File: config.mk
export PLATFORM = sky130hd
export DESIGN_NAME = dx_fwd_stage
export DESIGN_NICKNAME = d
export VERILOG_FILES = /design/src/rtl/dx_fwd_stage.sv
export SDC_FILE = /design/constraint.sdc
export NUM_CORES = 1
export LEC_CHECK = 0
export ABC_AREA = 1
export CORE_AREA = 2 2 162 164
export CTS_CLUSTER_DIAMETER = 200
export DETAILED_ROUTE_END_ITERATION = 6
export DIE_AREA = 0 0 164 166
export GPL_TIMING_DRIVEN = 0
export PLACE_DENSITY = 0.72
export SYNTH_ARGS = -nofsm -noshare
export SYNTH_HDL_FRONTEND = slang
export SYNTH_SLANG_ARGS = --single-unit
File: constraint.sdc
create_clock -name clk -period 1.8 [get_ports clk]
set_input_delay 0.18 -clock clk [delete_from_list [all_inputs] [get_ports clk]]
set_output_delay 0.18 -clock clk [all_outputs]
set_load 0.1 [all_outputs]
File: src/rtl/dx_fwd_stage.sv
`default_nettype none
// ============================================================================
//  Module      : dx_fwd_stage
//  Description : Registered decode-to-execute stage with N-source operand
//                forwarding, load-use / long-latency issue blocking, a
//                ready/valid handshake on both sides and a saturating
//                stall-cycle counter.
//  Revision    : 1.0 - initial release
// ============================================================================
module dx_fwd_stage #(
    parameter int DW       = 32,
    parameter int AW       = 5,
    parameter int PC_W     = 32,
    parameter int CTRL_W   = 16,
    parameter int NSRC     = 2,
    parameter int LONG_LAT = 3,
    parameter int CNT_W    = 16
) (
    input  logic                 clk,
    input  logic                 reset,
    input  logic                 flush,
    // decode side
    input  logic                 d_valid,
    output logic                 d_ready,
    input  logic [PC_W-1:0]      d_pc,
    input  logic [CTRL_W-1:0]    d_ctrl,
    input  logic [AW-1:0]        d_rs_addr,
    input  logic [AW-1:0]        d_rt_addr,
    input  logic [AW-1:0]        d_rd_addr,
    input  logic [DW-1:0]        d_rs,
    input  logic [DW-1:0]        d_rt,
    input  logic [DW-1:0]        d_imm,
    input  logic                 d_is_long,
    // forwarding sources, index 0 is the youngest
    input  logic [NSRC-1:0]      fwd_valid,
    input  logic [NSRC-1:0]      fwd_pending,
    input  logic [NSRC*AW-1:0]   fwd_addr,
    input  logic [NSRC*DW-1:0]   fwd_data,
    // execute side
    output logic                 x_valid,
    input  logic                 x_ready,
    output logic [PC_W-1:0]      x_pc,
    output logic [CTRL_W-1:0]    x_ctrl,
    output logic [DW-1:0]        x_rs,
    output logic [DW-1:0]        x_rt,
    output logic [AW-1:0]        x_rs_addr,
    output logic [AW-1:0]        x_rt_addr,
    output logic [AW-1:0]        x_rd_addr,
    output logic [DW-1:0]        x_imm,
    // status
    output logic                 hazard,
    output logic [CNT_W-1:0]     stall_cnt
);

    localparam int               c_BLK_W    = $clog2(LONG_LAT) + 1;
    localparam logic [c_BLK_W-1:0] c_BLK_INIT = c_BLK_W'(LONG_LAT - 1);
    localparam logic [c_BLK_W-1:0] c_BLK_ONE  = c_BLK_W'(1);
    localparam logic [CNT_W-1:0] c_CNT_MAX  = {CNT_W{1'b1}};

    // ------------------------------------------------------------------
    // Per-source address match for each operand (register 0 never matches)
    // ------------------------------------------------------------------
    logic [NSRC-1:0] w_rs_match;
    logic [NSRC-1:0] w_rt_match;
    logic [DW-1:0]   w_src_data [NSRC];

    generate
        for (genvar gi = 0; gi < NSRC; gi++) begin : g_src
            assign w_rs_match[gi] = fwd_valid[gi]
                                  && (fwd_addr[gi*AW +: AW] == d_rs_addr)
                                  && (d_rs_addr != '0);
            assign w_rt_match[gi] = fwd_valid[gi]
                                  && (fwd_addr[gi*AW +: AW] == d_rt_addr)
                                  && (d_rt_addr != '0);
            assign w_src_data[gi] = fwd_data[gi*DW +: DW];
        end
    endgenerate

    // ------------------------------------------------------------------
    // Priority select: scanning from oldest to youngest lets the youngest
    // (lowest-index) match overwrite, so only its pending bit matters.
    // ------------------------------------------------------------------
    logic [DW-1:0] w_rs_val;
    logic [DW-1:0] w_rt_val;
    logic          w_rs_pend;
    logic          w_rt_pend;

    // Resolve forwarded operand values and their pending status
    always_comb begin
        w_rs_val  = d_rs;
        w_rt_val  = d_rt;
        w_rs_pend = 1'b0;
        w_rt_pend = 1'b0;
        for (int i = NSRC - 1; i >= 0; i--) begin
            if (w_rs_match[i]) begin
                w_rs_val  = w_src_data[i];
                w_rs_pend = fwd_pending[i];
            end
            if (w_rt_match[i]) begin
                w_rt_val  = w_src_data[i];
                w_rt_pend = fwd_pending[i];
            end
        end
    end

    // ------------------------------------------------------------------
    // Handshake
    // ------------------------------------------------------------------
    logic               r_x_valid;
    logic [c_BLK_W-1:0] r_blk;
    logic               w_advance;
    logic               w_accept;

    assign w_advance = !r_x_valid || x_ready;
    assign hazard    = w_rs_pend || w_rt_pend || (r_blk != '0);
    assign d_ready   = w_advance && !hazard && !flush;
    assign w_accept  = d_valid && d_ready;

    // ------------------------------------------------------------------
    // Pipeline register and issue-block counter
    // ------------------------------------------------------------------
    logic [PC_W-1:0]   r_x_pc;
    logic [CTRL_W-1:0] r_x_ctrl;
    logic [DW-1:0]     r_x_rs;
    logic [DW-1:0]     r_x_rt;
    logic [AW-1:0]     r_x_rs_addr;
    logic [AW-1:0]     r_x_rt_addr;
    logic [AW-1:0]     r_x_rd_addr;
    logic [DW-1:0]     r_x_imm;

    // Stage register: reset > flush > hold > capture > bubble
    always_ff @(posedge clk) begin
        if (reset || flush) begin
            r_x_valid   <= 1'b0;
            r_x_pc      <= '0;
            r_x_ctrl    <= '0;
            r_x_rs      <= '0;
            r_x_rt      <= '0;
            r_x_rs_addr <= '0;
            r_x_rt_addr <= '0;
            r_x_rd_addr <= '0;
            r_x_imm     <= '0;
            r_blk       <= '0;
        end else if (!w_advance) begin
            // contents hold; only the issue block keeps draining
            if (r_blk != '0) begin
                r_blk <= r_blk - c_BLK_ONE;
            end
        end else if (w_accept) begin
            r_x_valid   <= 1'b1;
            r_x_pc      <= d_pc;
            r_x_ctrl    <= d_ctrl;
            r_x_rs      <= w_rs_val;
            r_x_rt      <= w_rt_val;
            r_x_rs_addr <= d_rs_addr;
            r_x_rt_addr <= d_rt_addr;
            r_x_rd_addr <= d_rd_addr;
            r_x_imm     <= d_imm;
            r_blk       <= d_is_long ? c_BLK_INIT : '0;
        end else begin
            r_x_valid   <= 1'b0;
            r_x_pc      <= '0;
            r_x_ctrl    <= '0;
            r_x_rs      <= '0;
            r_x_rt      <= '0;
            r_x_rs_addr <= '0;
            r_x_rt_addr <= '0;
            r_x_rd_addr <= '0;
            r_x_imm     <= '0;
            if (r_blk != '0) begin
                r_blk <= r_blk - c_BLK_ONE;
            end
        end
    end

    // ------------------------------------------------------------------
    // Stall-cycle counter; a flush cycle is not counted as a stall
    // ------------------------------------------------------------------
    logic [CNT_W-1:0] r_stall_cnt;

    // Saturating count of cycles where decode offers but is refused
    always_ff @(posedge clk) begin
        if (reset) begin
            r_stall_cnt <= '0;
        end else if (!flush && d_valid && !d_ready && (r_stall_cnt != c_CNT_MAX)) begin
            r_stall_cnt <= r_stall_cnt + 1'b1;
        end
    end

    assign x_valid   = r_x_valid;
    assign x_pc      = r_x_pc;
    assign x_ctrl    = r_x_ctrl;
    assign x_rs      = r_x_rs;
    assign x_rt      = r_x_rt;
    assign x_rs_addr = r_x_rs_addr;
    assign x_rt_addr = r_x_rt_addr;
    assign x_rd_addr = r_x_rd_addr;
    assign x_imm     = r_x_imm;
    assign stall_cnt = r_stall_cnt;

endmodule
`default_nettype wire

==> impl_metrics.ini, run 1 <==
[outcome]
run_status = complete, but fails checks
violations = negative setup slack

[placement]
place_ws_ps = -1668
finalWeightedCongestion = 0.9947
place.detailed.hpwl_mm = 28.73
total_of_buffers_placed_on_input_and_output_ports = 419

[setup_path]
critical-path-max-stage-delay_ps = 330
critical_path_cell_count = 10
crit_chain = inv_2, ha_4, inv_2, nor2_4, inv_2, a21oi_4, nand3_4, buf_8, clkinvlp_4, buf_12
critical_path.most_common_cell = sky130_fd_sc_hd__inv_2
timing_worst_setup_path_type = register to primary output
worst_setup_path_startpoint = r_blk[1]
cp_max_fo = 4
cp_top_family = buffers and inverters
crit-reg2reg-capture = x_rt[15]
reg2reg_from = r_blk[1]
critical_path_launch_point_type = register
slowest_library_cell_on_the_worst_path = sky130_fd_sc_hd__dfxtp_2
cp.required_ps = 1620
worst_r2r_path_depth = 14
critical_path_arrival_ps = 1790
timing.critical_path.to_type = primary output
worstPathBufferInverterCount = 6
worst_setup_path_endpoint = d_ready
rrSetupSlack_ps = -70

[final_layout]
most_frequent_cells_in_the_layout = 291 x sky130_fd_sc_hd__nand2_1, 219 x sky130_fd_sc_hd__clkdlybuf4s50_1, 212 x sky130_fd_sc_hd__nor2_1
area_growth_pct = 82.56
count_of_nets_after_finishing = 2087
layout.cells.most_common = sky130_fd_sc_hd__nand2_1
layout-drive-gt1-share_pct = 31.19
finish.utilization_pct = 62.19

[clock_tree]
cts-hold-fix-buffers = 0
clk_root_buffer_cell = sky130_fd_sc_hd__clkbuf_16
worst_setup_hold_path_clk_slew_ps = 80
cts_buffer_depth = 2
insertion_delay_ps = 440
cts.sinks = 179
cts_tree = done
cts_made_buffers = 17
cts.htree.levels = 4

[routing]
finalWirelength_mm = 39.49
postRouteAntennaNets = 0
drtIter0Drc = 857
drt_drc_violations_left = 0
vias_per_cell = 4.992
drt_pre_antenna_iters = 5
post_drt_wl_per_cell_um = 18.04
vias = 10930

[timing]
fmax_mhz = 507.1
timing_worst_slew_pin_value_ps = 956.9
fin_crit_ps = 1972
finalWorstSetupSlack_ps = -172.0
hold_viol = 0
drv_slew = 0
final_min_period_over_clock_period_pct = 109.6
worst_clock_skew_ps = 17.41
finalSetupViolCount = 79
finalHoldWorstSlack_ps = 38.02
rsz0062_at_grt = yes
fin_setup_tns_ps = -2744
max-slew-margin-rel_pct = 36.46

[grt]
total_global_routing_overflow = 0
grt_max_degree = 18
globalRouteTotalUtil_pct = 27.24
grt_pass1_wl_mm = 57.25
grt_antenna_before_repair = 1
grt_pass1_vias = 10390

[synth]
synth_async_sr_flop_share_pct = 0
post_synth_edffs = 0
synth.yosys.warnings = 0
seq_area_frac_synth_pct = 41.07
synthesis.nets = 1601
synth_ff_type = sky130_fd_sc_hd__dfxtp_1
summed_instance_area_of_the_synthesized_netlist_mm2 = 0.008726
postSynthAreaPerCell_um2 = 6.440
postSynthCellCount = 1355
ys_types = 23
postSynthRegisterBits = 179

[floorplan]
initial_core_util_pct = 34.06
io_pins = 421
floorplan.die_area_mm2 = 0.02722
placeableCoreArea_mm2 = 0.02562
dieHeight_um = 166
std_cell_rows = 59
die_x_extent_um = 164

[power_and_ir_drop]
total_power_draw_mw = 10.75
power.density_mw_per_mm2 = 674.9
cellLeakagePower_nw = 6.212
vdd_ir_drop_max_uv = 520.7

[worst_hold_path]
worst_hold_path_type = input pin to register

[job]
maxCapViolations = 0
==> where the power goes <==
part	switching, mW	leakage, nW	internal (mW)	total [mW]
clock	1.73	0.273	1.95	3.68
combinational	1.76	4.48	1.25	3.00
sequential	0.0493	1.46	4.02	4.07
total	3.53	6.21	7.22	10.8
==> logic make-up after synthesis <==
group,after synthesis,share of synthesized area (%)
adders and majority gates,3,0.4302
AOI/OAI and AO/OA,244,15.87
and+or+nand+nor,689,30.71
xor gates and xnor gates,16,1.606
DFF,179,41.07
buffers and inverters,224,10.31
==> layout make-up <==
| type | count | area, um^2 |
|---|---|---|
| fillers | 2261 | 9686 |
| multi-input cells | 952 | 5440 |
| repair buffers | 472 | 4745 |
| flip-flops and latches | 179 | 3635 |
| plain buffers | 78 | 579.3 |
| inverters | 141 | 540.5 |
| clock buffers | 20 | 478.0 |
| well taps | 335 | 419.2 |
| clock inverters | 11 | 91.34 |
| diodes | 1 | 2.502 |
==> Yosys cell counts, types with 9 or more instances <==
library cell               number  area, um^2
sky130_fd_sc_hd__nand2_1      359        1348
sky130_fd_sc_hd__nor2_1       291        1092
sky130_fd_sc_hd__dfxtp_1      179        3583
sky130_fd_sc_hd__inv_1        135       506.7
sky130_fd_sc_hd__a21oi_1      114       570.6
sky130_fd_sc_hd__o21ai_0       65       325.3
sky130_fd_sc_hd__o211ai_1      64       480.5
sky130_fd_sc_hd__clkbuf_1      58       217.7
sky130_fd_sc_hd__nand4_1       21       131.4
sky130_fd_sc_hd__buf_2         11       55.05
sky130_fd_sc_hd__nand3_1       10       50.05
sky130_fd_sc_hd__xor2_1         9       78.83
==> metrics by stage <==
step / cells / instance area, um^2
after floorplan: 1355 / 8811
after global placement: 2109 / 13420
after detailed placement: 2109 / 13420
after CTS: 2178 / 15450
after global routing: 2188 / 15930
final: 2189 / 15930
==> worst min-delay path, cell delays in order <==
cell                       delay [ps]
sky130_fd_sc_hd__clkbuf_2         130
sky130_fd_sc_hd__nand2_4           80
sky130_fd_sc_hd__a21oi_2           40
==> sequential cells by signal, summed over array words and instances, names as in the netlist <==
register	count
x_rd_addr	5
stall_cnt	16
r_blk	3
x_pc	32
x_ctrl	16
x_rs	32
x_rs_addr	5
x_rt_addr	5
x_imm	32
x_valid	1
x_rt	32
==> worst min-delay path by stage <==
stage | start | endpoint | slack (ps) | depth (start not counted)
2_1_floorplan | d_is_long | r_blk[1] | 310 | 2
3_3_place_gp | x_imm[19] | x_imm[19] | 450 | 2
3_5_place_dp | x_imm[17] | x_imm[17] | 450 | 2
4_1_cts | d_rs_addr[2] | x_rs_addr[2] | 120 | 3
5_1_grt | d_rt_addr[2] | x_rt_addr[2] | 20 | 3
6_report | d_rs_addr[4] | x_rs_addr[4] | 40 | 3
==> per-layer routing <==
metal	wire (um)	global-route usage, %
met5	0	0
met4	1578	10.49
met3	3082	7.517
met2	19870	48.10
met1	14960	30.91
==> repair_timing <==
item                       in CTS  in global routing
setup endpoints to repair     356                241
gates resized for setup       727                364
buffers inserted               27                 22
pin swaps                      43                 72
gates cloned                   13                  4
hold endpoints to repair        0                  0
Note: power is estimated with default switching activity, not from simulation.
==> run 2, diff against run 1 <==
--- a/config.mk
+++ b/config.mk
@@ -11,7 +11,7 @@
 export DETAILED_ROUTE_END_ITERATION = 6
 export DIE_AREA = 0 0 164 166
 export GPL_TIMING_DRIVEN = 0
-export PLACE_DENSITY = 0.72
+export PLACE_DENSITY = 0.79
 export SYNTH_ARGS = -nofsm -noshare
 export SYNTH_HDL_FRONTEND = slang
 export SYNTH_SLANG_ARGS = --single-unit
==> run 2 against run 1 <==
Net effect:
- non-clock buffer count decreased by 14
- global-route usage decreased by 0.83 points
- critical path type is now input pin to primary output
- cell count decreased by 0.55%
- largest power group unchanged
- sequential power about the same
- the flow still finishes with violations (negative setup slack)
- critical endpoint unchanged
==> impl_metrics.ini, run 2 (same netlist as run 1, synthesis figures left out) <==
[final_layout]
most_frequent_cells_in_the_layout = 280 x sky130_fd_sc_hd__nand2_1, 220 x sky130_fd_sc_hd__clkdlybuf4s50_1, 213 x sky130_fd_sc_hd__nor2_1
layout.cells.most_common = sky130_fd_sc_hd__nand2_1
count_of_nets_after_finishing = 2074
final_cell_count_no_fill = 2177
postLayoutCellArea_mm2 = 0.01604
area_growth_pct = 83.87
layout-drive-gt1-share_pct = 30.69
final.fill_count = 2229

[timing]
finalWorstSetupSlack_ps = -179.2
final_min_period_over_clock_period_pct = 110.0
worst_clock_skew_ps = 15.93
fin_setup_tns_ps = -6876
timing_worst_slew_pin_value_ps = 942.0
rsz0062_at_grt = yes
finalSetupViolCount = 128
fmax_mhz = 505.3
fin_crit_ps = 1979
hold_viol = 0
max-slew-margin-rel_pct = 37.44
drv_slew = 0

[clock_tree]
cts_made_buffers = 17
cts.sinks = 179
cts_tree = done
cts-hold-fix-buffers = 0
insertion_delay_ps = 440
worst_setup_hold_path_clk_slew_ps = 80
clk_root_buffer_cell = sky130_fd_sc_hd__clkbuf_16
cts.htree.levels = 4
cts_buffer_depth = 2

[floorplan]
floorplan.die_area_mm2 = 0.02722
die_x_extent_um = 164
io_pins = 421
initial_core_util_pct = 34.06
placeableCoreArea_mm2 = 0.02562
std_cell_rows = 59
dieHeight_um = 166

[power_and_ir_drop]
vdd_ir_drop_max_uv = 529.9
total_power_draw_mw = 11.01
power.density_mw_per_mm2 = 686.5
cellLeakagePower_nw = 6.227

[placement]
finalWeightedCongestion = 0.9768
place.detailed.hpwl_mm = 28.78
place.detailed.instances = 2109
placed_area_mm2 = 0.01342
total_of_buffers_placed_on_input_and_output_ports = 419
place_ws_ps = -1584

[setup_path]
timing.critical_path.to_type = primary output
critical_path_arrival_ps = 1800
timing_worst_setup_path_type = input pin to primary output
cp_max_fo = 4
critical_path_launch_point_type = input pin
cp.required_ps = 1620

[routing]
drt_pre_antenna_iters = 5
drt_drc_violations_left = 0
vias_per_cell = 4.986
vias = 10860
drtIter0Drc = 696
finalWirelength_mm = 40.33
post_drt_wl_per_cell_um = 18.53
postRouteAntennaNets = 0

[grt]
grt_pass1_wl_mm = 55.75
globalRouteTotalUtil_pct = 26.40
grt_max_degree = 22
grt_pass1_vias = 10210
grt_antenna_before_repair = 1
total_global_routing_overflow = 0

[job]
maxCapViolations = 0

[outcome]
violations = negative setup slack
run_status = complete, but fails checks

[worst_hold_path]
worst_hold_path_type = input pin to register
run 2: routing by layer:
layer  share of wire, %  up-vias  track usage (%)
met2                 51      451            45.98
met4                3.7        0            9.878
met3                7.2       84            6.518
li1                   -     5222                -
met5                  0        -                0
met1                 38     5098            31.11
run 2: timing repair:
action | CTS | global route
setup buffers | 15 | 10
pin swaps | 10 | 59
endpoints found under the setup margin | 356 | 237
cloned | 3 | 15
resized for setup | 600 | 460
run 2: worst paths after layout:
| check | start | end | slack [ps] | depth (start not counted) |
|---|---|---|---|---|
| hold / removal | d_rt_addr[1] | x_rt_addr[1] | 60 | 3 |
| setup / recovery | d_rt_addr[3] | d_ready | -180 | 13 |
| hold reg to reg | x_imm[29] | x_imm[29] | 460 | 2 |
| setup reg to reg | r_blk[0] | x_pc[30] | -160 | 14 |
run 2: per-stage QoR:
stage	hold WS [ps]	utilization (%)
2_1_floorplan	314.9	-
3_3_place_gp	450.9	52.41
3_5_place_dp	454.1	52.41
4_1_cts	106.5	57.14
5_1_grt	44.43	62.63
6_report	55.14	62.63
run 2: critical path, cell delays in order:
cell and delay, ps:
sky130_fd_sc_hd__clkdlybuf4s15_1 270, sky130_fd_sc_hd__inv_1 120, sky130_fd_sc_hd__a21oi_1 150, sky130_fd_sc_hd__nand2_1 90, sky130_fd_sc_hd__nor2_1 140, sky130_fd_sc_hd__nand2_2 100, sky130_fd_sc_hd__nand2_1 80, sky130_fd_sc_hd__nand2_2 100
sky130_fd_sc_hd__nand2_4 110, sky130_fd_sc_hd__nand3_4 90, sky130_fd_sc_hd__buf_8 140, sky130_fd_sc_hd__clkinvlp_4 70, sky130_fd_sc_hd__buf_12 160
run 2: where the power goes:
group	internal [mW]	switching [mW]	leakage (nW)	total, mW
Combinational	1.24	1.76	4.47	3.00
Sequential	4.02	0.0527	1.46	4.08
Clock	1.92	2.02	0.301	3.94
Total	7.18	3.83	6.23	11.0
run 2: area by class of cell:
type	count	area, um^2	share of cell area [%]
Inverter	141	551.8	3.439
Antenna cell	1	2.502	0.01560
Clock buffer	17	425.4	2.651
Timing Repair inverter	1	16.27	0.1014
Sequential cell	179	3635	22.65
Buffer	76	534.3	3.330
Tap cell	335	419.2	2.612
Multi-Input combinational cell	952	5472	34.10
Timing Repair Buffer	460	4792	29.87
Clock inverter	15	196.4	1.224
